[config.mk]
export PLATFORM = sky130hd
export DESIGN_NAME = thread_scoreboard_flat
export DESIGN_NICKNAME = d
export VERILOG_FILES = /design/src/rtl/thread_scoreboard_if.sv /design/src/rtl/thread_scoreboard.sv /design/src/flat_wrapper.sv
export SDC_FILE = /design/constraint.sdc
export NUM_CORES = 1
export LEC_CHECK = 0
export CORE_AREA = 2 2 185 187
export DETAILED_ROUTE_END_ITERATION = 8
export DIE_AREA = 0 0 187 189
export PLACE_DENSITY = 0.44
export SLEW_MARGIN = 25
export SYNTH_ARGS = -nofsm -noshare
export SYNTH_HDL_FRONTEND = slang
export SYNTH_SLANG_ARGS = --single-unit
[constraint.sdc]
create_clock -name clk -period 6.3 [get_ports clk]
set_clock_uncertainty 0.15 [all_clocks]
set_input_delay 1.26 -clock clk [delete_from_list [all_inputs] [get_ports clk]]
set_output_delay 1.26 -clock clk [all_outputs]
set_load 0.02 [all_outputs]
[src/rtl/thread_scoreboard_if.sv]
// ---------------------------------------------------------------------------
// thread_scoreboard_if
//   Bundles the scheduler-side issue channel, the writeback channel and the
//   scoreboard status outputs for thread_scoreboard.
//
//   master : the scheduler / completion side (drives issue_* and wb_*)
//   slave  : the scoreboard (drives issue_accept, busy_threads, the pulses)
//
//   issue_valid/issue_warp/issue_mask/issue_latency : issue request
//   issue_accept                                    : issue taken this cycle
//   wb_valid/wb_warp/wb_mask                        : writeback / completion
//   busy_threads                                    : registered busy vector
//   conflict_err / stray_wb                         : one-cycle error pulses
// ---------------------------------------------------------------------------
interface thread_scoreboard_if #(
    parameter int NUM_THREADS      = 32,
    parameter int NUM_WARPS        = 4,
    parameter int THREADS_PER_WARP = 8,
    parameter int LAT_W            = 4
);
    localparam int WARP_W = (NUM_WARPS > 1) ? $clog2(NUM_WARPS) : 1;
    localparam int MASK_W = THREADS_PER_WARP / 2;

    logic                   issue_valid;
    logic [WARP_W-1:0]      issue_warp;
    logic [MASK_W-1:0]      issue_mask;
    logic [LAT_W-1:0]       issue_latency;
    logic                   issue_accept;
    logic                   wb_valid;
    logic [WARP_W-1:0]      wb_warp;
    logic [MASK_W-1:0]      wb_mask;
    logic [NUM_THREADS-1:0] busy_threads;
    logic                   conflict_err;
    logic                   stray_wb;

    modport master (
        output issue_valid, issue_warp, issue_mask, issue_latency,
        output wb_valid, wb_warp, wb_mask,
        input  issue_accept, busy_threads, conflict_err, stray_wb
    );

    modport slave (
        input  issue_valid, issue_warp, issue_mask, issue_latency,
        input  wb_valid, wb_warp, wb_mask,
        output issue_accept, busy_threads, conflict_err, stray_wb
    );
endinterface

[src/rtl/thread_scoreboard.sv]
// ---------------------------------------------------------------------------
// thread_scoreboard
//   Tracks which threads have an instruction in flight. An accepted issue
//   marks the selected threads busy and loads a per-thread latency counter;
//   a thread clears when its counter runs out (latency >= 1) or when a
//   writeback covers it (any latency, including 0 = hold until writeback).
//   Issues that touch an already-busy thread are rejected.
//
//   clk, rst : rising-edge clock, asynchronous active-high reset
//   sb       : thread_scoreboard_if.slave (issue, writeback, status)
// ---------------------------------------------------------------------------
module thread_scoreboard #(
    parameter int NUM_THREADS      = 32,
    parameter int NUM_WARPS        = 4,
    parameter int THREADS_PER_WARP = 8,
    parameter int LAT_W            = 4
) (
    input  logic                clk,
    input  logic                rst,
    thread_scoreboard_if.slave  sb
);
    localparam int WARP_W = (NUM_WARPS > 1) ? $clog2(NUM_WARPS) : 1;
    localparam int MASK_W = THREADS_PER_WARP / 2;

    logic [NUM_THREADS-1:0] busy_q;
    logic [LAT_W-1:0]       cnt_q [NUM_THREADS];
    logic                   conflict_q;
    logic                   stray_q;

    logic [NUM_THREADS-1:0] t_issue;
    logic [NUM_THREADS-1:0] t_wb;
    logic                   mask_nz;
    logic                   overlap;
    logic                   accept;

    // Each mask bit covers a pair of adjacent threads; the warp's 8-thread
    // group is then placed at its slot in the global vector.
    function automatic logic [NUM_THREADS-1:0] expand(
        input logic [MASK_W-1:0] m,
        input logic [WARP_W-1:0] w
    );
        logic [NUM_THREADS-1:0] v;
        v = '0;
        for (int k = 0; k < MASK_W; k++) begin
            v[2*k]   = m[k];
            v[2*k+1] = m[k];
        end
        return v << (int'(w) * THREADS_PER_WARP);
    endfunction

    // Overlap is judged against the registered state only, so a thread that
    // is clearing on this very edge still blocks a new issue.
    always_comb begin
        t_issue = expand(sb.issue_mask, sb.issue_warp);
        t_wb    = sb.wb_valid ? expand(sb.wb_mask, sb.wb_warp) : '0;
        mask_nz = |sb.issue_mask;
        overlap = |(t_issue & busy_q);
        accept  = sb.issue_valid & mask_nz & ~overlap;
    end

    assign sb.issue_accept = accept;
    assign sb.busy_threads = busy_q;
    assign sb.conflict_err = conflict_q;
    assign sb.stray_wb     = stray_q;

    always_ff @(posedge clk or posedge rst) begin
        if (rst) begin
            busy_q     <= '0;
            conflict_q <= 1'b0;
            stray_q    <= 1'b0;
            for (int i = 0; i < NUM_THREADS; i++) begin
                cnt_q[i] <= '0;
            end
        end else begin
            conflict_q <= sb.issue_valid & mask_nz & overlap;
            stray_q    <= |(t_wb & ~busy_q);
            for (int i = 0; i < NUM_THREADS; i++) begin
                // An accepted issue only ever targets idle threads, so it
                // wins over a (stray) writeback naming the same thread.
                if (accept && t_issue[i]) begin
                    busy_q[i] <= 1'b1;
                    cnt_q[i]  <= sb.issue_latency;
                end else if (t_wb[i]) begin
                    busy_q[i] <= 1'b0;
                    cnt_q[i]  <= '0;
                end else if (cnt_q[i] == LAT_W'(1)) begin
                    busy_q[i] <= 1'b0;
                    cnt_q[i]  <= '0;
                end else if (cnt_q[i] != '0) begin
                    cnt_q[i]  <= cnt_q[i] - LAT_W'(1);
                end
            end
        end
    end
endmodule

[src/flat_wrapper.sv]
// flat-port wrapper written by rule: the top's interface ports become plain ports
module thread_scoreboard_flat 
#(
    parameter int NUM_THREADS      = 32,
    parameter int NUM_WARPS        = 4,
    parameter int THREADS_PER_WARP = 8,
    parameter int LAT_W            = 4
)
  (clk, rst, sb_issue_valid, sb_issue_warp, sb_issue_mask, sb_issue_latency, sb_wb_valid, sb_wb_warp, sb_wb_mask, sb_issue_accept, sb_busy_threads, sb_conflict_err, sb_stray_wb);
  thread_scoreboard_if #(.NUM_THREADS(NUM_THREADS), .NUM_WARPS(NUM_WARPS), .THREADS_PER_WARP(THREADS_PER_WARP), .LAT_W(LAT_W)) sb_i ();
  input  logic clk;
  input  logic rst;
  input wire logic [$bits(sb_i.issue_valid)-1:0] sb_issue_valid;
  input wire logic [$bits(sb_i.issue_warp)-1:0] sb_issue_warp;
  input wire logic [$bits(sb_i.issue_mask)-1:0] sb_issue_mask;
  input wire logic [$bits(sb_i.issue_latency)-1:0] sb_issue_latency;
  input wire logic [$bits(sb_i.wb_valid)-1:0] sb_wb_valid;
  input wire logic [$bits(sb_i.wb_warp)-1:0] sb_wb_warp;
  input wire logic [$bits(sb_i.wb_mask)-1:0] sb_wb_mask;
  output wire logic [$bits(sb_i.issue_accept)-1:0] sb_issue_accept;
  output wire logic [$bits(sb_i.busy_threads)-1:0] sb_busy_threads;
  output wire logic [$bits(sb_i.conflict_err)-1:0] sb_conflict_err;
  output wire logic [$bits(sb_i.stray_wb)-1:0] sb_stray_wb;
  assign sb_i.issue_valid = sb_issue_valid;
  assign sb_i.issue_warp = sb_issue_warp;
  assign sb_i.issue_mask = sb_issue_mask;
  assign sb_i.issue_latency = sb_issue_latency;
  assign sb_i.wb_valid = sb_wb_valid;
  assign sb_i.wb_warp = sb_wb_warp;
  assign sb_i.wb_mask = sb_wb_mask;
  assign sb_issue_accept = sb_i.issue_accept;
  assign sb_busy_threads = sb_i.busy_threads;
  assign sb_conflict_err = sb_i.conflict_err;
  assign sb_stray_wb = sb_i.stray_wb;
  thread_scoreboard #(.NUM_THREADS(NUM_THREADS), .NUM_WARPS(NUM_WARPS), .THREADS_PER_WARP(THREADS_PER_WARP), .LAT_W(LAT_W)) u_core (.clk(clk), .rst(rst), .sb(sb_i));
endmodule
==> impl_metrics.env <==
export IMPL_nets=1264
export IMPL_synthesis_area_um2=9930
export IMPL_worst_setup_path_startpoint="sb_issue_warp[0]"
export IMPL_setup_violations_final=0
export IMPL_floorplan_core_area_um2=33300
export IMPL_post_route_period_util_pct=83.7
export IMPL_number_of_global_route_vias_before_repair=8128
export IMPL_mostFrequentLayoutCell="sky130_fd_sc_hd__nand2_1"
export IMPL_global_route_overflow_total=0
export IMPL_route_vias_total=8104
export IMPL_maxSlewHeadroom_pct=43.8
export IMPL_ys_dominant_reg_cell="sky130_fd_sc_hd__dfrtp_1"
export IMPL_drive_above_1_share_pct=8.60
export IMPL_boundaryPins=55
export IMPL_clock_h_tree_levels=4
export IMPL_avgRoutedWirePerCell_um=17.2
export IMPL_drt_pass1_iterations=4
export IMPL_fillerInstances=3443
export IMPL_number_of_antenna_violations_at_the_first_check_in_global_routing=0
export IMPL_cp_slowest_cell="sky130_fd_sc_hd__clkdlybuf4s50_1"
export IMPL_hold_start="u_core.sb.busy_threads[25]"
export IMPL_vias_per_cell=4.99
export IMPL_path_class="primary input to output pin"
export IMPL_grt_pass1_wl_mm=44.9
export IMPL_critical_path_arrival_ns=3.86
export IMPL_totalPowerFinal_mw=6.05
export IMPL_path_cells="clkdlybuf4s50_1 > nand2_1 > o221ai_2 > a21oi_1 > a31oi_1 > nor2_1 > clkdlybuf4s50_1"
export IMPL_synth_sequential_area_ratio_pct=40.8
export IMPL_routed_wl_mm=27.8
export IMPL_rows=67
export IMPL_detail_route_antenna_nets=0
export IMPL_die_area_um2=35300
export IMPL_critical_path_peak_fanout=16
export IMPL_period_needed_ns=5.27
export IMPL_cts_sink_count=162
export IMPL_cts_resized_gates=0
export IMPL_post_synth_num_cell_types=60
export IMPL_netlist_instances=1103
export IMPL_worstSkewPairLatency_ns=0.44
export IMPL_worst_slew_pin_slew_ns=0.832
export IMPL_postSynthRegisterBits=162
export IMPL_synthDominantAreaCellType="sky130_fd_sc_hd__dfrtp_1"
export IMPL_grt_setup_unrepaired="no"
export IMPL_ctsRootBufferMaster="sky130_fd_sc_hd__clkbuf_16"
export IMPL_synth_edff_count=0
export IMPL_cts_tree="yes"
export IMPL_powerDensity_nw_per_um2=518
export IMPL_globalRouteTotalUtil_pct=16.4
export IMPL_cp_common_cell="sky130_fd_sc_hd__clkdlybuf4s50_1"
export IMPL_vdd_ir_drop_worst_mv=0.208
export IMPL_status="complete, no violations"
export IMPL_yosys_warnings=0
export IMPL_post_cts_setup_buffer_count=0
export IMPL_antenna_cells=0
export IMPL_clock_edge_transition_at_the_registers_on_the_reported_setup_and_hold_paths_ns=0.07
export IMPL_dpl_hpwl_mm=20.3
export IMPL_crit_path_end_kind="output pin"
export IMPL_most_common_layout_cells="sky130_fd_sc_hd__nand2_1, sky130_fd_sc_hd__dfrtp_1, sky130_fd_sc_hd__o21ai_0"
export IMPL_max_fclk_mhz=190
export IMPL_worst_r2r_path_depth=5
export IMPL_slowest_delay_ns=0.82
export IMPL_area_delta_synth_final_pct=17.5
export IMPL_setup_total_negative_slack_ns=0
export IMPL_initial_utilization_pct=29.8
export IMPL_cts_buffers_inserted=17
export IMPL_hold_viol_final=0
export IMPL_min_path_cells=2
export IMPL_grt_start_max_net_pins=85
export IMPL_dr_first_iter_drc_count=538
export IMPL_reg2reg_from="u_core.sb.busy_threads[17]"
export IMPL_detail_route_drc_violations=0
export IMPL_critPathRequiredTime_ns=4.89
export IMPL_critical_path_startpoint_type="primary input"
export IMPL_timing_hold_worst_class="register to register"
export IMPL_synth_fp_nets=1202
export IMPL_port_buffers=54
export IMPL_horiz_die_dim_um=187
export IMPL_clock_tree_buffer_depth=2
export IMPL_synth_largest_type_area_fraction_pct=40.8
export IMPL_avgSynthCellArea_um2=9.00
export IMPL_drv_cap=0
export IMPL_top_area_cells_in_the_synthesized_netlist="sky130_fd_sc_hd__dfrtp_1, sky130_fd_sc_hd__ha_1, sky130_fd_sc_hd__nand2_1, sky130_fd_sc_hd__o21ai_0, sky130_fd_sc_hd__nor2_1"
export IMPL_drv_slew=0
export IMPL_post_synth_arst_share_pct=100
export IMPL_die_h_um=189
export IMPL_postCtsHoldBufs=0
export IMPL_total_leakage_power_nw=5.21
export IMPL_routabilityCongestion=0.848
through the flow:
step	utilization, %	hold WS, ns	instances	area (µm²)	worst slack [ns]
3_5_place_dp	33.2	0.411	1594	11000	0.802
4_1_cts	35.0	0.433	1623	11700	0.782
6_report	35.1	0.427	1623	11700	1.03
2_1_floorplan	-	0.385	1103	9930	0.513
5_1_grt	35.1	0.461	1623	11700	0.880
3_3_place_gp	33.2	0.413	1594	11000	0.856
cell type report:
cell class	count	area [µm²]	share of cell area, %
Multi-Input combinational cell	847	5530	47.4
Sequential cell	162	4050	34.7
Timing Repair Buffer	63	621	5.32
Tap cell	448	561	4.80
Clock buffer	20	467	4.00
Inverter	74	283	2.42
Clock inverter	9	156	1.34
critical path: cells and delay by family:
family          cells  cell delay (ns)
simple gates        2             0.27
buf+inv             2             1.37
compound gates      3             0.96
path summary, 6_finish.rpt:
path                            slack (ns)                    endpoint
worst min register to register        0.43  u_core.sb.busy_threads[25]
worst max register to register        3.43            u_core.cnt_q[34]
min in group asynchronous             1.19            u_core.cnt_q[89]
max in group asynchronous             3.83            u_core.cnt_q[20]
worst max-delay path                  1.03             sb_issue_accept
worst min-delay path                  0.43  u_core.sb.busy_threads[25]
sequential cells by signal, indices dropped and copies added (netlist names):
| register | flops |
|---|---|
| u_core.sb.stray_wb | 1 |
| u_core.cnt_q | 128 |
| u_core.sb.conflict_err | 1 |
| u_core.sb.busy_threads | 32 |
kinds of logic (layout without fill, tap and decap cells):
group                      count (synthesis)  count (layout)  share of synthesized area [%]
AOI/OAI and AO/OA                        263             263                           16.7
and+or+nand+nor                          423             423                           20.8
xor gates and xnor gates                  33              33                           2.91
muxes                                     49              49                           5.20
DFF                                      162             162                           40.8
adders and majority gates                 79              79                           9.95
buffers and inverters                     94             166                           3.59
power breakdown:
| part | switching, mW | internal, mW | leakage, nW | total, mW |
|---|---|---|---|---|
| clock | 0.435 | 0.689 | 0.296 | 1.12 |
| sequential | 0.511 | 1.54 | 2.04 | 2.05 |
| combinational | 1.53 | 1.35 | 2.88 | 2.87 |
| total | 2.47 | 3.58 | 5.21 | 6.05 |
Yosys cell counts, types with 3 or more instances:
cell type,instances
sky130_fd_sc_hd__mux2_2,21
sky130_fd_sc_hd__nor3_1,47
sky130_fd_sc_hd__xnor2_1,24
sky130_fd_sc_hd__o21ai_0,100
sky130_fd_sc_hd__nor4_1,6
sky130_fd_sc_hd__clkbuf_1,15
sky130_fd_sc_hd__or2_2,6
sky130_fd_sc_hd__nor4b_1,11
sky130_fd_sc_hd__or3b_2,4
sky130_fd_sc_hd__nor2_4,3
sky130_fd_sc_hd__o311ai_0,10
sky130_fd_sc_hd__nor2b_1,7
sky130_fd_sc_hd__nand4_1,8
sky130_fd_sc_hd__or3_1,23
sky130_fd_sc_hd__mux2i_1,28
sky130_fd_sc_hd__dfrtp_1,162
sky130_fd_sc_hd__a31o_2,16
sky130_fd_sc_hd__a21oi_1,56
sky130_fd_sc_hd__and2_1,5
sky130_fd_sc_hd__nand2b_1,10
sky130_fd_sc_hd__nand2_1,164
sky130_fd_sc_hd__or4_1,6
sky130_fd_sc_hd__a21o_1,8
sky130_fd_sc_hd__nand3_1,29
sky130_fd_sc_hd__ha_1,79
sky130_fd_sc_hd__o31ai_1,25
sky130_fd_sc_hd__inv_1,74
sky130_fd_sc_hd__xor2_1,9
sky130_fd_sc_hd__o2bb2ai_1,19
sky130_fd_sc_hd__nor3_2,4
sky130_fd_sc_hd__buf_2,3
sky130_fd_sc_hd__nor2_1,77
sky130_fd_sc_hd__a22oi_1,5
layer usage:
| layer | track usage, % | part of all wire [%] | vias up |
|---|---|---|---|
| li1 | - | - | 4045 |
| met1 | 21.9 | 49 | 3914 |
| met2 | 26.8 | 46 | 124 |
| met3 | 3.63 | 4.1 | 21 |
| met4 | 4.09 | 1.3 | 0 |
| met5 | 0 | 0 | - |
Note: power is estimated with default switching activity, not from simulation.
